**src/rtl/seq_loop_monitor_pkg.sv**
```systemverilog
// seq_loop_monitor_pkg: shared state encoding and saturating-increment helper
package seq_loop_monitor_pkg;
  typedef enum logic [1:0] {IDLE, IN_LOOP, DONE} mon_state_t;
  localparam int unsigned SAT_MAX_W = 64;
  // Width-generic saturating increment: callers widen to SAT_MAX_W, pass their width, and truncate back.
  function automatic logic [SAT_MAX_W-1:0] sat_inc(input logic [SAT_MAX_W-1:0] v, input int unsigned w);
    logic [SAT_MAX_W-1:0] m;
    m = (w >= SAT_MAX_W) ? '1 : ((SAT_MAX_W'(1) << w) - SAT_MAX_W'(1));
    return (v >= m) ? m : v + SAT_MAX_W'(1);
  endfunction
endpackage

```
**src/rtl/seq_loop_state_match.sv**
```systemverilog
// seq_loop_state_match: combinational start/end/quit state-set matching
module seq_loop_state_match
  import seq_loop_monitor_pkg::*;
#(
  parameter int unsigned FSM_WIDTH = 2
) (
  input  logic [FSM_WIDTH-1:0] cur_state_i,
  input  logic                 quit_states_valid_i,
  input  logic [FSM_WIDTH-1:0] quit_loop_state0_i,
  input  logic [FSM_WIDTH-1:0] loop_quit_state_i,
  input  logic [FSM_WIDTH-1:0] iter_start_state_i,
  input  logic [1:0]           iter_end_states_valid_i,
  input  logic [FSM_WIDTH-1:0] iter_end_state0_i,
  input  logic [FSM_WIDTH-1:0] iter_end_state1_i,
  input  logic                 one_state_loop_i,
  output logic                 start_hit_o,
  output logic                 end_hit_o,
  output logic                 quit_hit_o
);
  // In a single-state loop every visit to the start state also completes an iteration.
  always_comb begin
    start_hit_o = (cur_state_i == iter_start_state_i);
    end_hit_o   = one_state_loop_i ? start_hit_o :
                  (iter_end_states_valid_i[0] && cur_state_i == iter_end_state0_i) ||
                  (iter_end_states_valid_i[1] && cur_state_i == iter_end_state1_i);
    quit_hit_o  = (quit_states_valid_i && cur_state_i == quit_loop_state0_i) ||
                  (cur_state_i == loop_quit_state_i);
  end
endmodule

```
**src/rtl/seq_loop_monitor.sv**
```systemverilog
// seq_loop_monitor: loop entry/exit/iteration tracker with counters and watchdog (optional SEQ_LOOP_MONITOR_CYCLE_CNT_EN cycle counter)
module seq_loop_monitor
  import seq_loop_monitor_pkg::*;
#(
  parameter int unsigned FSM_WIDTH      = 2,
  parameter int unsigned CNT_WIDTH      = 32,
  parameter int unsigned TIMEOUT_CYCLES = 1000000
) (
  input  logic                 clock,
  input  logic                 reset,
  input  logic [FSM_WIDTH-1:0] cur_state,
  input  logic                 quit_states_valid,
  input  logic [FSM_WIDTH-1:0] quit_loop_state0,
  input  logic [FSM_WIDTH-1:0] loop_quit_state,
  input  logic [FSM_WIDTH-1:0] iter_start_state,
  input  logic [1:0]           iter_end_states_valid,
  input  logic [FSM_WIDTH-1:0] iter_end_state0,
  input  logic [FSM_WIDTH-1:0] iter_end_state1,
  input  logic                 one_state_loop,
  input  logic                 finish,
  output logic                 loop_active,
  output logic                 loop_entry,
  output logic                 loop_exit,
  output logic                 iter_done,
  output logic [CNT_WIDTH-1:0] iter_count,
  output logic [CNT_WIDTH-1:0] last_trip_count,
  output logic [CNT_WIDTH-1:0] loop_count,
  output logic                 timeout,
  output logic                 done,
  output logic [CNT_WIDTH-1:0] loop_cycles
);
  mon_state_t           state_q;
  logic                 start_hit, end_hit, quit_hit;
  logic                 entry_q, exit_q, iter_done_q, timeout_q, done_q;
  logic [CNT_WIDTH-1:0] iter_q, last_trip_q, loop_cnt_q, wd_q;
  logic [CNT_WIDTH-1:0] iter_inc, loop_inc, wd_inc, trip_d;
  logic                 wd_expire;

  seq_loop_state_match #(.FSM_WIDTH(FSM_WIDTH)) u_match (
    .cur_state_i            (cur_state),
    .quit_states_valid_i    (quit_states_valid),
    .quit_loop_state0_i     (quit_loop_state0),
    .loop_quit_state_i      (loop_quit_state),
    .iter_start_state_i     (iter_start_state),
    .iter_end_states_valid_i(iter_end_states_valid),
    .iter_end_state0_i      (iter_end_state0),
    .iter_end_state1_i      (iter_end_state1),
    .one_state_loop_i       (one_state_loop),
    .start_hit_o            (start_hit),
    .end_hit_o              (end_hit),
    .quit_hit_o             (quit_hit)
  );

  // Saturated increments; trip_d is the trip count including an iteration that ends on the exit cycle.
  always_comb begin
    iter_inc  = CNT_WIDTH'(sat_inc(SAT_MAX_W'(iter_q), CNT_WIDTH));
    loop_inc  = CNT_WIDTH'(sat_inc(SAT_MAX_W'(loop_cnt_q), CNT_WIDTH));
    wd_inc    = CNT_WIDTH'(sat_inc(SAT_MAX_W'(wd_q), CNT_WIDTH));
    wd_expire = SAT_MAX_W'(wd_inc) >= SAT_MAX_W'(TIMEOUT_CYCLES);
    trip_d    = end_hit ? iter_inc : iter_q;
  end

  // Loop FSM with registered pulses/counters; finish overrides the next state after the cycle's events.
  always_ff @(posedge clock) begin
    if (reset) begin
      state_q     <= IDLE;
      entry_q     <= 1'b0;
      exit_q      <= 1'b0;
      iter_done_q <= 1'b0;
      timeout_q   <= 1'b0;
      done_q      <= 1'b0;
      iter_q      <= '0;
      last_trip_q <= '0;
      loop_cnt_q  <= '0;
      wd_q        <= '0;
    end else begin
      entry_q     <= 1'b0;
      exit_q      <= 1'b0;
      iter_done_q <= 1'b0;
      case (state_q)
        IDLE: if (start_hit) begin
          state_q     <= IN_LOOP;
          entry_q     <= 1'b1;
          iter_q      <= end_hit ? CNT_WIDTH'(1) : '0;
          iter_done_q <= end_hit;
          wd_q        <= '0;
        end
        IN_LOOP: begin
          if (end_hit) begin
            iter_q      <= iter_inc;
            iter_done_q <= 1'b1;
            wd_q        <= '0;
          end else begin
            wd_q <= wd_inc;
            if (wd_expire) timeout_q <= 1'b1;
          end
          if (quit_hit) begin
            state_q     <= IDLE;
            exit_q      <= 1'b1;
            loop_cnt_q  <= loop_inc;
            last_trip_q <= trip_d;
            wd_q        <= '0;
          end
        end
        default: ;
      endcase
      if (finish) begin
        state_q <= DONE;
        done_q  <= 1'b1;
      end
    end
  end

  assign loop_active     = (state_q == IN_LOOP);
  assign loop_entry      = entry_q;
  assign loop_exit       = exit_q;
  assign iter_done       = iter_done_q;
  assign iter_count      = iter_q;
  assign last_trip_count = last_trip_q;
  assign loop_count      = loop_cnt_q;
  assign timeout         = timeout_q;
  assign done            = done_q;

`ifdef SEQ_LOOP_MONITOR_CYCLE_CNT_EN
  logic [CNT_WIDTH-1:0] cyc_q;
  // Count every clock spent inside a loop; DONE is not IN_LOOP, so the count freezes there.
  always_ff @(posedge clock) begin
    if (reset) cyc_q <= '0;
    else if (state_q == IN_LOOP) cyc_q <= CNT_WIDTH'(sat_inc(SAT_MAX_W'(cyc_q), CNT_WIDTH));
  end
  assign loop_cycles = cyc_q;
`else
  assign loop_cycles = '0;
`endif
endmodule

```
**config.mk**
```make
export PLATFORM = sky130hd
export DESIGN_NAME = seq_loop_monitor
export DESIGN_NICKNAME = d
export VERILOG_FILES = /design/src/rtl/seq_loop_monitor_pkg.sv /design/src/rtl/seq_loop_state_match.sv /design/src/rtl/seq_loop_monitor.sv
export SDC_FILE = /design/constraint.sdc
export NUM_CORES = 1
export LEC_CHECK = 0
export CAP_MARGIN = 20
export CORE_MARGIN = 4
export CORE_UTILIZATION = 37
export DETAILED_ROUTE_END_ITERATION = 12
export GPL_TIMING_DRIVEN = 0
export PLACE_DENSITY = 0.62
export SYNTH_ARGS = -nofsm -noshare
export SYNTH_HDL_FRONTEND = slang
export SYNTH_SLANG_ARGS = --single-unit
```
**constraint.sdc**
```tcl
create_clock -name clock -period 7 [get_ports clock]
set_input_delay 1.75 -clock clock [delete_from_list [all_inputs] [get_ports clock]]
set_output_delay 1.75 -clock clock [all_outputs]
set_load 0.05 [all_outputs]
```
==> impl_metrics.tcl <==
set metrics [dict create \
    drt_iter0_markers 679 \
    r2r-start "wd_q[0]$_SDFFE_PP0P_" \
    skew_ps 7.38 \
    synth_area_leaders "dfxtp_1 36%, o21ai_0 7.5%, a21oi_1 5.7%" \
    cp_top_family "compound AO/OA/AOI/OAI gates" \
    clock_path_buffers 2 \
    slew_headroom_pct 26.3 \
    setup_slack_ps 2700 \
    grt_max_degree 17 \
    drive_above_1_share_pct 7.35 \
    grt.overflow.total 0 \
    io_buffers 118 \
    post_cts_buffers 0 \
    path_clk_slew_ps 60 \
    fmax_mhz 232 \
    root_buffer "clkbuf_16" \
    maxSlewViolCount 0 \
    wl_per_cell_um 17.2 \
    holdPathEnd "last_trip_count[14]$_SDFFE_PP0P_" \
    drt_wl_total_mm 24.7 \
    status "finished, final reports clean" \
    htreeDepth 4 \
    cpMostUsedCell "nand3_1" \
    yosysTopAreaCell "dfxtp_1" \
    synth_warnings 0 \
    synth.distinct_cells 60 \
    grt_pass1_wl_mm 38.4 \
    crit_chain "clkdlybuf4s50_1, xnor2_1, nand3_1, a311oi_1, nand3_1, clkbuf_1, nor4_1, nor2_1, a21oi_1" \
    critPathMaxFanout 10 \
    pwr-share-clk_pct 50.7 \
    endpoint_kind "flip-flop" \
    tritoncts "done" \
    period_share_pct 61.5 \
    r2r_cells 8 \
    tightestPinTransition_ps 1100 \
    grt_pass1_vias 7037 \
    p_leak_nw 3.43 \
    cts_sinks 135 \
    synthFlopType "dfxtp_1" \
    critPathKind "in -> reg" \
    seq_power_share_pct 40.7 \
    crit_arrival_ps 4660 \
    dieWidth_um 150 \
    power.density_mw_per_mm2 196 \
    hold_depth 2 \
    final_net_count 1179 \
    slowest_stage "a311oi_1" \
    intPower_mw 1.42 \
    critPathLaunchType "primary input" \
    drtPass1Iterations 5 \
    viasPerCell 5.50 \
    synth-seq-cells 135 \
    grt_usage_pct 21.5 \
    pin_count 153 \
    swShare_pct 25.7 \
    max_stage_delay_ps 1000 \
    synth_most_common_cell "dfxtp_1" \
    coreArea_mm2 0.0197 \
    synth_common_cells "135 x dfxtp_1, 112 x o21ai_0, 103 x nand2_1" \
    place_ws_ps 2350 \
    setup_viol 0 \
    async_flop_share_pct 0 \
    rows 51 \
    ir_drop_mv 0.158 \
    dpl.hpwl_mm 18.2 \
    ys_seq_area_share_pct 36.0 \
    drc 0 \
    vias 7887 \
    drv_cap 0 \
    start_util_pct 38.1 \
    hold_path_startpoint "last_trip_count[14]$_SDFFE_PP0P_" \
    hold_path.class "reg -> reg" \
    grt_setup_unrepaired "no" \
    synthCells 989 \
    fin_crit_ps 4300 \
    pwr-share-comb_pct 8.6 \
    ant_nets 0 \
    r2r_end "timeout$_SDFFE_PP0P_" \
    cts.repair.resized 0 \
    syn_avg_cell_area_um2 7.59 \
    num_antenna_cells 0 \
    required_ps 7360 \
    insertion_delay_ps 430 \
    die_y_um 150 \
    cts_hold_buffers 0 \
    rrSetupSlack_ps 3300 \
    tns_ps 0 \
    synth_edf_count 0 \
    cts_made_buffers 17 \
    p_sw_mw 0.492 \
    dieArea_mm2 0.0226 \
    antenna_found_initial 0 \
    finalHoldViolations 0 \
    area_growth_pct 30.0 \
    gp_congestion 0.899 \
    yosys.area.top_type_share_pct 36.0 \
    syn-cell-area_mm2 0.00751 \
    cp_num_buf_inv 2 \
]
[per-layer routing]
| metal | wire (um) | global-route usage, % | part of all wire [%] |
|---|---|---|---|
| met4 | 320 | 5.63 | 1.3 |
| met5 | 0 | 0 | 0 |
| met1 | 11500 | 30.6 | 46 |
| met3 | 1780 | 3.70 | 7.2 |
| met2 | 11100 | 33.7 | 45 |
[registers in the layout, indices dropped and copies added, names as in the netlist]
register         cells
done                 1
state_q              2
iter_count          32
loop_exit            1
loop_count          32
last_trip_count     32
iter_done            1
timeout              1
loop_entry           1
wd_q                32
[logic make-up (layout without fill, tap and decap cells)]
family | after synthesis | in the layout | synth area share [%]
muxes | 6 | 6 | 0.833
adders and majority gates | 3 | 3 | 0.500
and+or+nand+nor | 373 | 373 | 24.7
other | 1 | 32 | 0.0499
DFF | 135 | 135 | 36.0
xor gates and xnor gates | 64 | 64 | 7.47
AOI/OAI and AO/OA | 289 | 289 | 22.8
buffers and inverters | 118 | 268 | 7.63
[worst max-delay path by stage]
stage,from,endpoint,slack (ps),cells after the start
after CTS,quit_loop_state0[1],last_trip_count[9]$_SDFFE_PP0P_,2780,9
after floorplan,cur_state[0],loop_count[27]$_SDFFE_PP0P_,3150,9
after detailed placement,quit_loop_state0[1],last_trip_count[9]$_SDFFE_PP0P_,2350,9
final,iter_end_state1[0],last_trip_count[31]$_SDFFE_PP0P_,2700,9
after global placement,quit_loop_state0[0],last_trip_count[9]$_SDFFE_PP0P_,2340,9
after global routing,iter_end_state1[1],last_trip_count[29]$_SDFFE_PP0P_,2550,9
[area by class of cell]
type	instances	area [um^2]
Buffer	96	490
Clock buffer	17	425
Clock inverter	15	201
Fill cell	1965	9950
Inverter	22	82.6
Multi-Input combinational cell	767	4350
Sequential cell	135	2700
Tap cell	265	332
Timing Repair Buffer	118	1180
[power groups by stage]
| stage | logic [mW] | clock network (mW) | registers (mW) |
|---|---|---|---|
| 2_1_floorplan | 0.103 | 0 | 0.808 |
| 3_3_place_gp | 0.163 | 0 | 0.794 |
| 3_5_place_dp | 0.164 | 0 | 0.794 |
| 4_1_cts | 0.164 | 0.975 | 0.777 |
| 5_1_grt | 0.175 | 1.01 | 0.777 |
| 6_report | 0.165 | 0.969 | 0.777 |
[layout by cell type (no fill, tap or decap), drive strengths merged, types with 19 or more instances in the layout]
cell and instances:
inv 25, nand2 103, nor2 76, clkbuf 72, nor3 34, a21oi 86
nand4 29, o21ai 112, conb 32, buf 41, nand3 50, dfxtp 135
xnor2 45, and3 20, xor2 19, clkdlybuf4s50 118
[per-stage QoR]
stage / instances / power [mW] / util (%) / hold slack [ps] / instance area (um^2)
CTS: 1435 / 1.92 / 49.5 / 455 / 9760
floorplan: 1020 / 0.911 / - / 426 / 7620
global placement: 1403 / 0.957 / 46.3 / 443 / 9140
finish: 1435 / 1.91 / 49.5 / 451 / 9760
global route: 1435 / 1.96 / 49.5 / 468 / 9760
detailed placement: 1403 / 0.957 / 46.3 / 447 / 9140
[worst min-delay path, cell delays in order (launching register included)]
cell and delay [ps]:
dfxtp_1 310, nand2_1 50, a21oi_1 50
No activity file was read; power rests on OpenSTA's default activity.
